$ cat src/rtl/bf16_pkg.sv
// Shared bfloat16 format constants and divider state encoding.
package bf16_pkg;
  localparam int EXP_W  = 8;
  localparam int FRAC_W = 7;
  localparam int MANT_W = FRAC_W + 1;
  localparam int Q_W    = 10;
  localparam int E_W    = 10;
  localparam int BIAS   = 127;

  localparam logic [15:0] BF16_QNAN    = 16'h7FC0;
  localparam logic [15:0] BF16_POS_INF = 16'h7F80;

  typedef enum logic [1:0] {IDLE, DIV, ROUND} state_t;
endpackage

$ cat src/rtl/bf16_round_pack.sv
// Normalise the 10-bit quotient, round to nearest even, range-check the
// exponent and pack a bf16 result.
module bf16_round_pack
  import bf16_pkg::*;
(
  input  logic                  s,
  input  logic [Q_W-1:0]        q,
  input  logic                  rem_nz,
  input  logic signed [E_W-1:0] e_in,    // Ea - Eb + BIAS, before normalisation
  output logic [15:0]           result,
  output logic                  ov,
  output logic                  uf
);
  logic [FRAC_W-1:0]   frac;
  logic [FRAC_W-1:0]   frac_r;
  logic                rnd, stk, inc, cy;
  logic signed [E_W-1:0] e_n, e_r;

  // Quotient lies in [0.5, 2): a clear integer bit costs one exponent step.
  always_comb begin
    frac   = q[8:2];
    rnd    = q[1];
    stk    = q[0] | rem_nz;
    e_n    = e_in;
    if (!q[9]) begin
      frac = q[7:1];
      rnd  = q[0];
      stk  = rem_nz;
      e_n  = e_in - 10'sd1;
    end
    inc          = rnd & (stk | frac[0]);
    {cy, frac_r} = {1'b0, frac} + {{FRAC_W{1'b0}}, inc};
    e_r          = e_n + $signed({{(E_W-1){1'b0}}, cy});
    ov           = (e_r >= 10'sd255);
    uf           = (e_r <= 10'sd0);
    if (ov)      result = {s, BF16_POS_INF[14:0]};
    else if (uf) result = {s, 15'h0};
    else         result = {s, e_r[EXP_W-1:0], frac_r};
  end
endmodule

$ cat src/rtl/bf16_divider.sv
// Iterative bf16 divider: latch, 10 restoring-division steps, round/pack.
// Fixed 11-cycle latency for every operand class.
module bf16_divider
  import bf16_pkg::*;
(
  input  logic        clk,
  input  logic        rst,
  input  logic        start,
  input  logic [15:0] A,
  input  logic [15:0] B,
  output logic [15:0] result,
  output logic        ov,
  output logic        uf,
  output logic        dz,
  output logic        nv,
  output logic        busy,
  output logic        done
);
  state_t                state;
  logic [3:0]            cnt;
  logic                  s;
  logic signed [E_W-1:0] e;
  logic [MANT_W:0]       r;
  logic [MANT_W-1:0]     mb;
  logic [Q_W-1:0]        q;
  logic                  spec, spec_dz, spec_nv;
  logic [15:0]           spec_res;

  logic                  s_n;
  logic                  a_zero, b_zero, a_max, b_max;
  logic                  spec_n, spec_dz_n, spec_nv_n;
  logic [15:0]           spec_res_n;
  logic signed [E_W-1:0] e_n;
  logic [MANT_W:0]       r_sub;
  logic [15:0]           rp_result;
  logic                  rp_ov, rp_uf;

  // Classify incoming operands so special results are fixed at latch time.
  always_comb begin
    s_n        = A[15] ^ B[15];
    a_zero     = (A[14:7] == 8'h00);
    b_zero     = (B[14:7] == 8'h00);
    a_max      = (A[14:7] == 8'hFF);
    b_max      = (B[14:7] == 8'hFF);
    spec_n     = 1'b1;
    spec_dz_n  = 1'b0;
    spec_nv_n  = 1'b0;
    spec_res_n = 16'h0;
    if (a_max || b_max || (a_zero && b_zero)) begin
      spec_nv_n  = 1'b1;
      spec_res_n = BF16_QNAN;
    end else if (a_zero) begin
      spec_res_n = {s_n, 15'h0};
    end else if (b_zero) begin
      spec_dz_n  = 1'b1;
      spec_res_n = {s_n, BF16_POS_INF[14:0]};
    end else begin
      spec_n     = 1'b0;
    end
    e_n   = $signed({2'b00, A[14:7]}) - $signed({2'b00, B[14:7]}) + 10'sd127;
    r_sub = r - {1'b0, mb};
  end

  bf16_round_pack u_rp (
    .s      (s),
    .q      (q),
    .rem_nz (r != '0),
    .e_in   (e),
    .result (rp_result),
    .ov     (rp_ov),
    .uf     (rp_uf)
  );

  // Control FSM plus datapath registers; outputs registered in ROUND.
  always_ff @(posedge clk or posedge rst) begin
    if (rst) begin
      state    <= IDLE;
      cnt      <= '0;
      s        <= 1'b0;
      e        <= '0;
      r        <= '0;
      mb       <= '0;
      q        <= '0;
      spec     <= 1'b0;
      spec_dz  <= 1'b0;
      spec_nv  <= 1'b0;
      spec_res <= '0;
      result   <= '0;
      ov       <= 1'b0;
      uf       <= 1'b0;
      dz       <= 1'b0;
      nv       <= 1'b0;
      busy     <= 1'b0;
      done     <= 1'b0;
    end else begin
      done <= 1'b0;
      case (state)
        IDLE: if (start) begin
          state    <= DIV;
          busy     <= 1'b1;
          cnt      <= '0;
          s        <= s_n;
          e        <= e_n;
          r        <= {2'b01, A[6:0]};
          mb       <= {1'b1, B[6:0]};
          q        <= '0;
          spec     <= spec_n;
          spec_dz  <= spec_dz_n;
          spec_nv  <= spec_nv_n;
          spec_res <= spec_res_n;
          ov       <= 1'b0;
          uf       <= 1'b0;
          dz       <= 1'b0;
          nv       <= 1'b0;
        end
        DIV: begin
          if (r >= {1'b0, mb}) begin
            r <= {r_sub[MANT_W-1:0], 1'b0};
            q <= {q[Q_W-2:0], 1'b1};
          end else begin
            r <= {r[MANT_W-1:0], 1'b0};
            q <= {q[Q_W-2:0], 1'b0};
          end
          cnt <= cnt + 4'd1;
          if (cnt == 4'd9) state <= ROUND;
        end
        ROUND: begin
          state <= IDLE;
          busy  <= 1'b0;
          done  <= 1'b1;
          if (spec) begin
            result <= spec_res;
            dz     <= spec_dz;
            nv     <= spec_nv;
          end else begin
            result <= rp_result;
            ov     <= rp_ov;
            uf     <= rp_uf;
          end
        end
        default: state <= IDLE;
      endcase
    end
  end
endmodule
$ cat config.mk
export PLATFORM = sky130hd
export DESIGN_NAME = bf16_divider
export DESIGN_NICKNAME = d
export VERILOG_FILES = /design/src/rtl/bf16_pkg.sv /design/src/rtl/bf16_round_pack.sv /design/src/rtl/bf16_divider.sv
export SDC_FILE = /design/constraint.sdc
export NUM_CORES = 1
export LEC_CHECK = 0
export BUFFER_PORTS_ARGS = -buffer_cell sky130_fd_sc_hd__buf_2
export CAP_MARGIN = 20
export CORE_MARGIN = 2
export CORE_UTILIZATION = 30
export DETAILED_ROUTE_END_ITERATION = 12
export PLACE_DENSITY = 0.51
export SLEW_MARGIN = 10
export SYNTH_ARGS = -nofsm -noshare
export SYNTH_HDL_FRONTEND = slang
export SYNTH_SLANG_ARGS = --single-unit
$ cat constraint.sdc
create_clock -name clk -period 4.3 [get_ports clk]
set_clock_uncertainty 0.1 [all_clocks]
set_input_delay 0.645 -clock clk [delete_from_list [all_inputs] [get_ports clk]]
set_output_delay 0.645 -clock clk [all_outputs]
set_load 0.05 [all_outputs]
==> impl_metrics.yaml <==
floorplanning:
  coreArea_sq_um: 15700
  die_w_um: 130
  placementRows: 46
  initial_core_util_pct: 30.3
  die_y_um: 130
  die_area_sq_um: 16900
  ioPinCount: 57
yosys:
  ys_async_sr_fraction_pct: 100
  synth_nets: 595
  ys_seq_area_share_pct: 37.4
  yosysTopAreaCellShare_pct: 37.4
  synth_edf_count: 0
  yosys_warnings: 0
  avgSynthCellArea_sq_um: 8.89
  synthTopCellsByArea: "dfrtp_1 (37%), ha_1 (6.1%), o21ai_0 (4.5%), nand2_1 (4.3%), xnor2_1 (3.7%)"
  syn_area_sq_um: 4750
  yosysUniqueCellTypes: 64
  synthFlopType: "dfrtp_1"
  synth_cells: 535
  ys_ff_latch: 71
  yosys.area.top_type: "dfrtp_1"
setup_path:
  critPathLaunchType: "flop"
  crit_buf_inv: 1
  cp.arrival_ps: 4110
  cp_common_cell: "ha_1"
  cp_cell_sequence: "mux2i_1 -> nand3b_1 -> a211oi_1 -> and3b_1 -> ha_1 -> ha_1 -> buf_4 -> a2111o_1 -> nand4_2 -> o21ai_2 -> or3_4 -> a2111oi_4 -> nor2_1 -> a221o_1"
  critPathKind: "reg2reg"
  crit_path_max_incr_delay_ps: 530
  worstSetupStartpoint: "q[9]$_DFFE_PP0P_"
  cp.required_ps: 4420
  cp.depth: 14
  reg2reg_depth: 14
  crit_path_max_fanout: 9
  slowest_stage: "dfrtp_1"
  r2r_start: "q[9]$_DFFE_PP0P_"
  crit_family: "compound AO/OA/AOI/OAI gates"
  cp-end-kind: "flop"
routing:
  route.vias.total: 4001
  ant_nets: 0
  drtIter0Drc: 243
  wl_per_cell_um: 14.5
  wl_mm: 11.6
  drc: 0
  dr.pass1.iters: 4
  viasPerCell: 5.00
hold_path:
  min_path_type: "reg2reg"
  whs_path_depth: 2
  hold_start: "mb[7]$_DFFE_PP0P_"
global_route:
  antenna_found_initial: 0
  use_met2_pct: 21.6
  grt_util_met1_pct: 20.6
  top_usage_layer: "met2"
  grt_pass1_vias: 3893
  met3_usage_pct: 2.71
  grt_max_degree: 41
  grt_usage_pct: 14.4
  grt_pass1_wl_mm: 19.3
  overflow: 0
clock_network:
  cts_sinks: 71
  numCtsBuffers: 9
  insertion_delay_ps: 340
  cts-root-buf: "clkbuf_16"
  h-tree-depth: 3
  clk_pin_slew_ps: 60
  clockBufferDepth: 2
  cts_tree: "done"
  post_cts_buffers: 0
sta:
  worstMarginPinSlew_ps: 1030
  finalWorstSetupSlack_ps: 306
  setup_viol_count_final: 0
  slew_viol_final: 0
  min_period_ps: 3990
  fmax_ghz: 0.250
  finalHoldViolCount: 0
  finalCritPeriodShare_pct: 92.9
  relSlewSlack_pct: 30.9
  rsz0062_at_grt: "no"
  setup_tns_ps: 0
place:
  placed_cells: 784
  io_buffers: 56
  gp_congestion: 0.824
  dp_hpwl_mm: 8.84
  place_ws_ps: 305
layout:
  nNetsFinal: 639
  antenna_cells: 0
  finalNonFillerCells: 800
  drive_above_1_share_pct: 16.1
  area_growth_syn_to_layout_pct: 16.7
job:
  maxCapViolations: 0
power:
  total_power_w: 0.00417
  p_leak_nw: 2.53
  vdd_drop_max_uv: 258
  powerDensity_nw_per_um2: 752
status:
  status: "complete, no violations"
## path summary, 6_finish.rpt
path / to / slack [ps]
worst max-delay path: result[9]$_DFFE_PP0P_ / 310
min in group asynchronous: result[14]$_DFFE_PP0P_ / 380
worst min-delay path: mb[7]$_DFFE_PP0P_ / 350
max in group asynchronous: e[5]$_DFFE_PP0P_ / 2940
worst max register to register: result[9]$_DFFE_PP0P_ / 310
worst min register to register: mb[7]$_DFFE_PP0P_ / 350
## metrics by stage
stage | instance area [sq um] | hold WS [ps] | utilization [%]
floorplan | 4750 | 318 | -
global placement | 5230 | 331 | 33.3
detailed placement | 5230 | 340 | 33.3
CTS | 5540 | 354 | 35.3
global route | 5550 | 390 | 35.3
finish | 5550 | 352 | 35.3
## power breakdown
group | internal, W | switching (W) | total [W] | leakage (nW)
registers | 0.000926 | 0.000318 | 0.00124 | 0.910
logic | 0.000886 | 0.00128 | 0.00216 | 1.47
clock network | 0.000479 | 0.000287 | 0.000766 | 0.152
## Yosys cell counts (11+ instances only)
library cell and n:
a21oi_1 27, a22o_1 14, clkbuf_1 23, dfrtp_1 71, ha_1 23, inv_1 30, mux2i_1 11, nand2_1 55
nor2_1 38, o21ai_0 43, xnor2_1 20, xor2_1 12
## state kept, by name, indices dropped and copies added, names as in the netlist, 2 cells and up
| name | flops |
|---|---|
| e | 10 |
| spec_res | 3 |
| r | 9 |
| q | 10 |
| state | 2 |
| cnt | 4 |
| mb | 8 |
| result | 16 |
## layer usage
metal  vias up  share of wire (%)
met3        14                3.9
met2        88                 42
met4         0                1.8
met5         -                  0
met1      1869                 53
li1       2030                  -
## cells in the final DEF (no fill, tap or decap), types with 6 or more instances in the layout
master and n:
and3_1 10, xnor2_1 20, nand3_1 9, clkbuf_16 9
a21oi_1 27, nand2_1 55, a221o_1 8, o31ai_1 6
a22o_1 14, nor3_1 9, nor4_1 6, ha_1 23
mux2i_1 11, dfrtp_1 71, nand4_1 10, a21o_1 8
or3_1 7, inv_1 29, buf_4 6, nand2b_1 7
nor2b_1 7, buf_2 56, o21ai_0 43, xor2_1 12
nor2_1 38
## final cells by class
class                      count  area [sq um]
timing repair buffer          62           325
clock buffer                  11           253
inverter                      30           113
fill                        1602         10200
tap                          216           270
clock inverter                 5          56.3
multi-input combinational    405          2750
sequential                    71          1780
## worst min-delay path, delay by kind of cell (launching register included)
family | cells | cell delay (ps)
AND/OR/NAND/NOR | 1 | 50
buffers and inverters | 1 | 50
flip-flops | 1 | 320
## what timing repair did
| action | in CTS | in global routing |
|---|---|---|
| endpoints found under the setup margin | 0 | 8 |
| hold buffers | 0 | 0 |
| gates resized for setup | 0 | 1 |
## kinds of logic (layout without fill, tap and decap cells)
| family | count (synthesis) | in the layout | share of synthesized area (%) |
|---|---|---|---|
| AOI/OAI and AO/OA | 143 | 143 | 20.4 |
| xor gates and xnor gates | 33 | 33 | 6.37 |
| adders and majority gates | 25 | 25 | 6.89 |
| buffers and inverters | 59 | 108 | 4.84 |
| DFF | 71 | 71 | 37.4 |
| muxes | 15 | 15 | 3.26 |
| and+or+nand+nor | 189 | 189 | 20.8 |
Note: power is estimated with default switching activity, not from simulation.
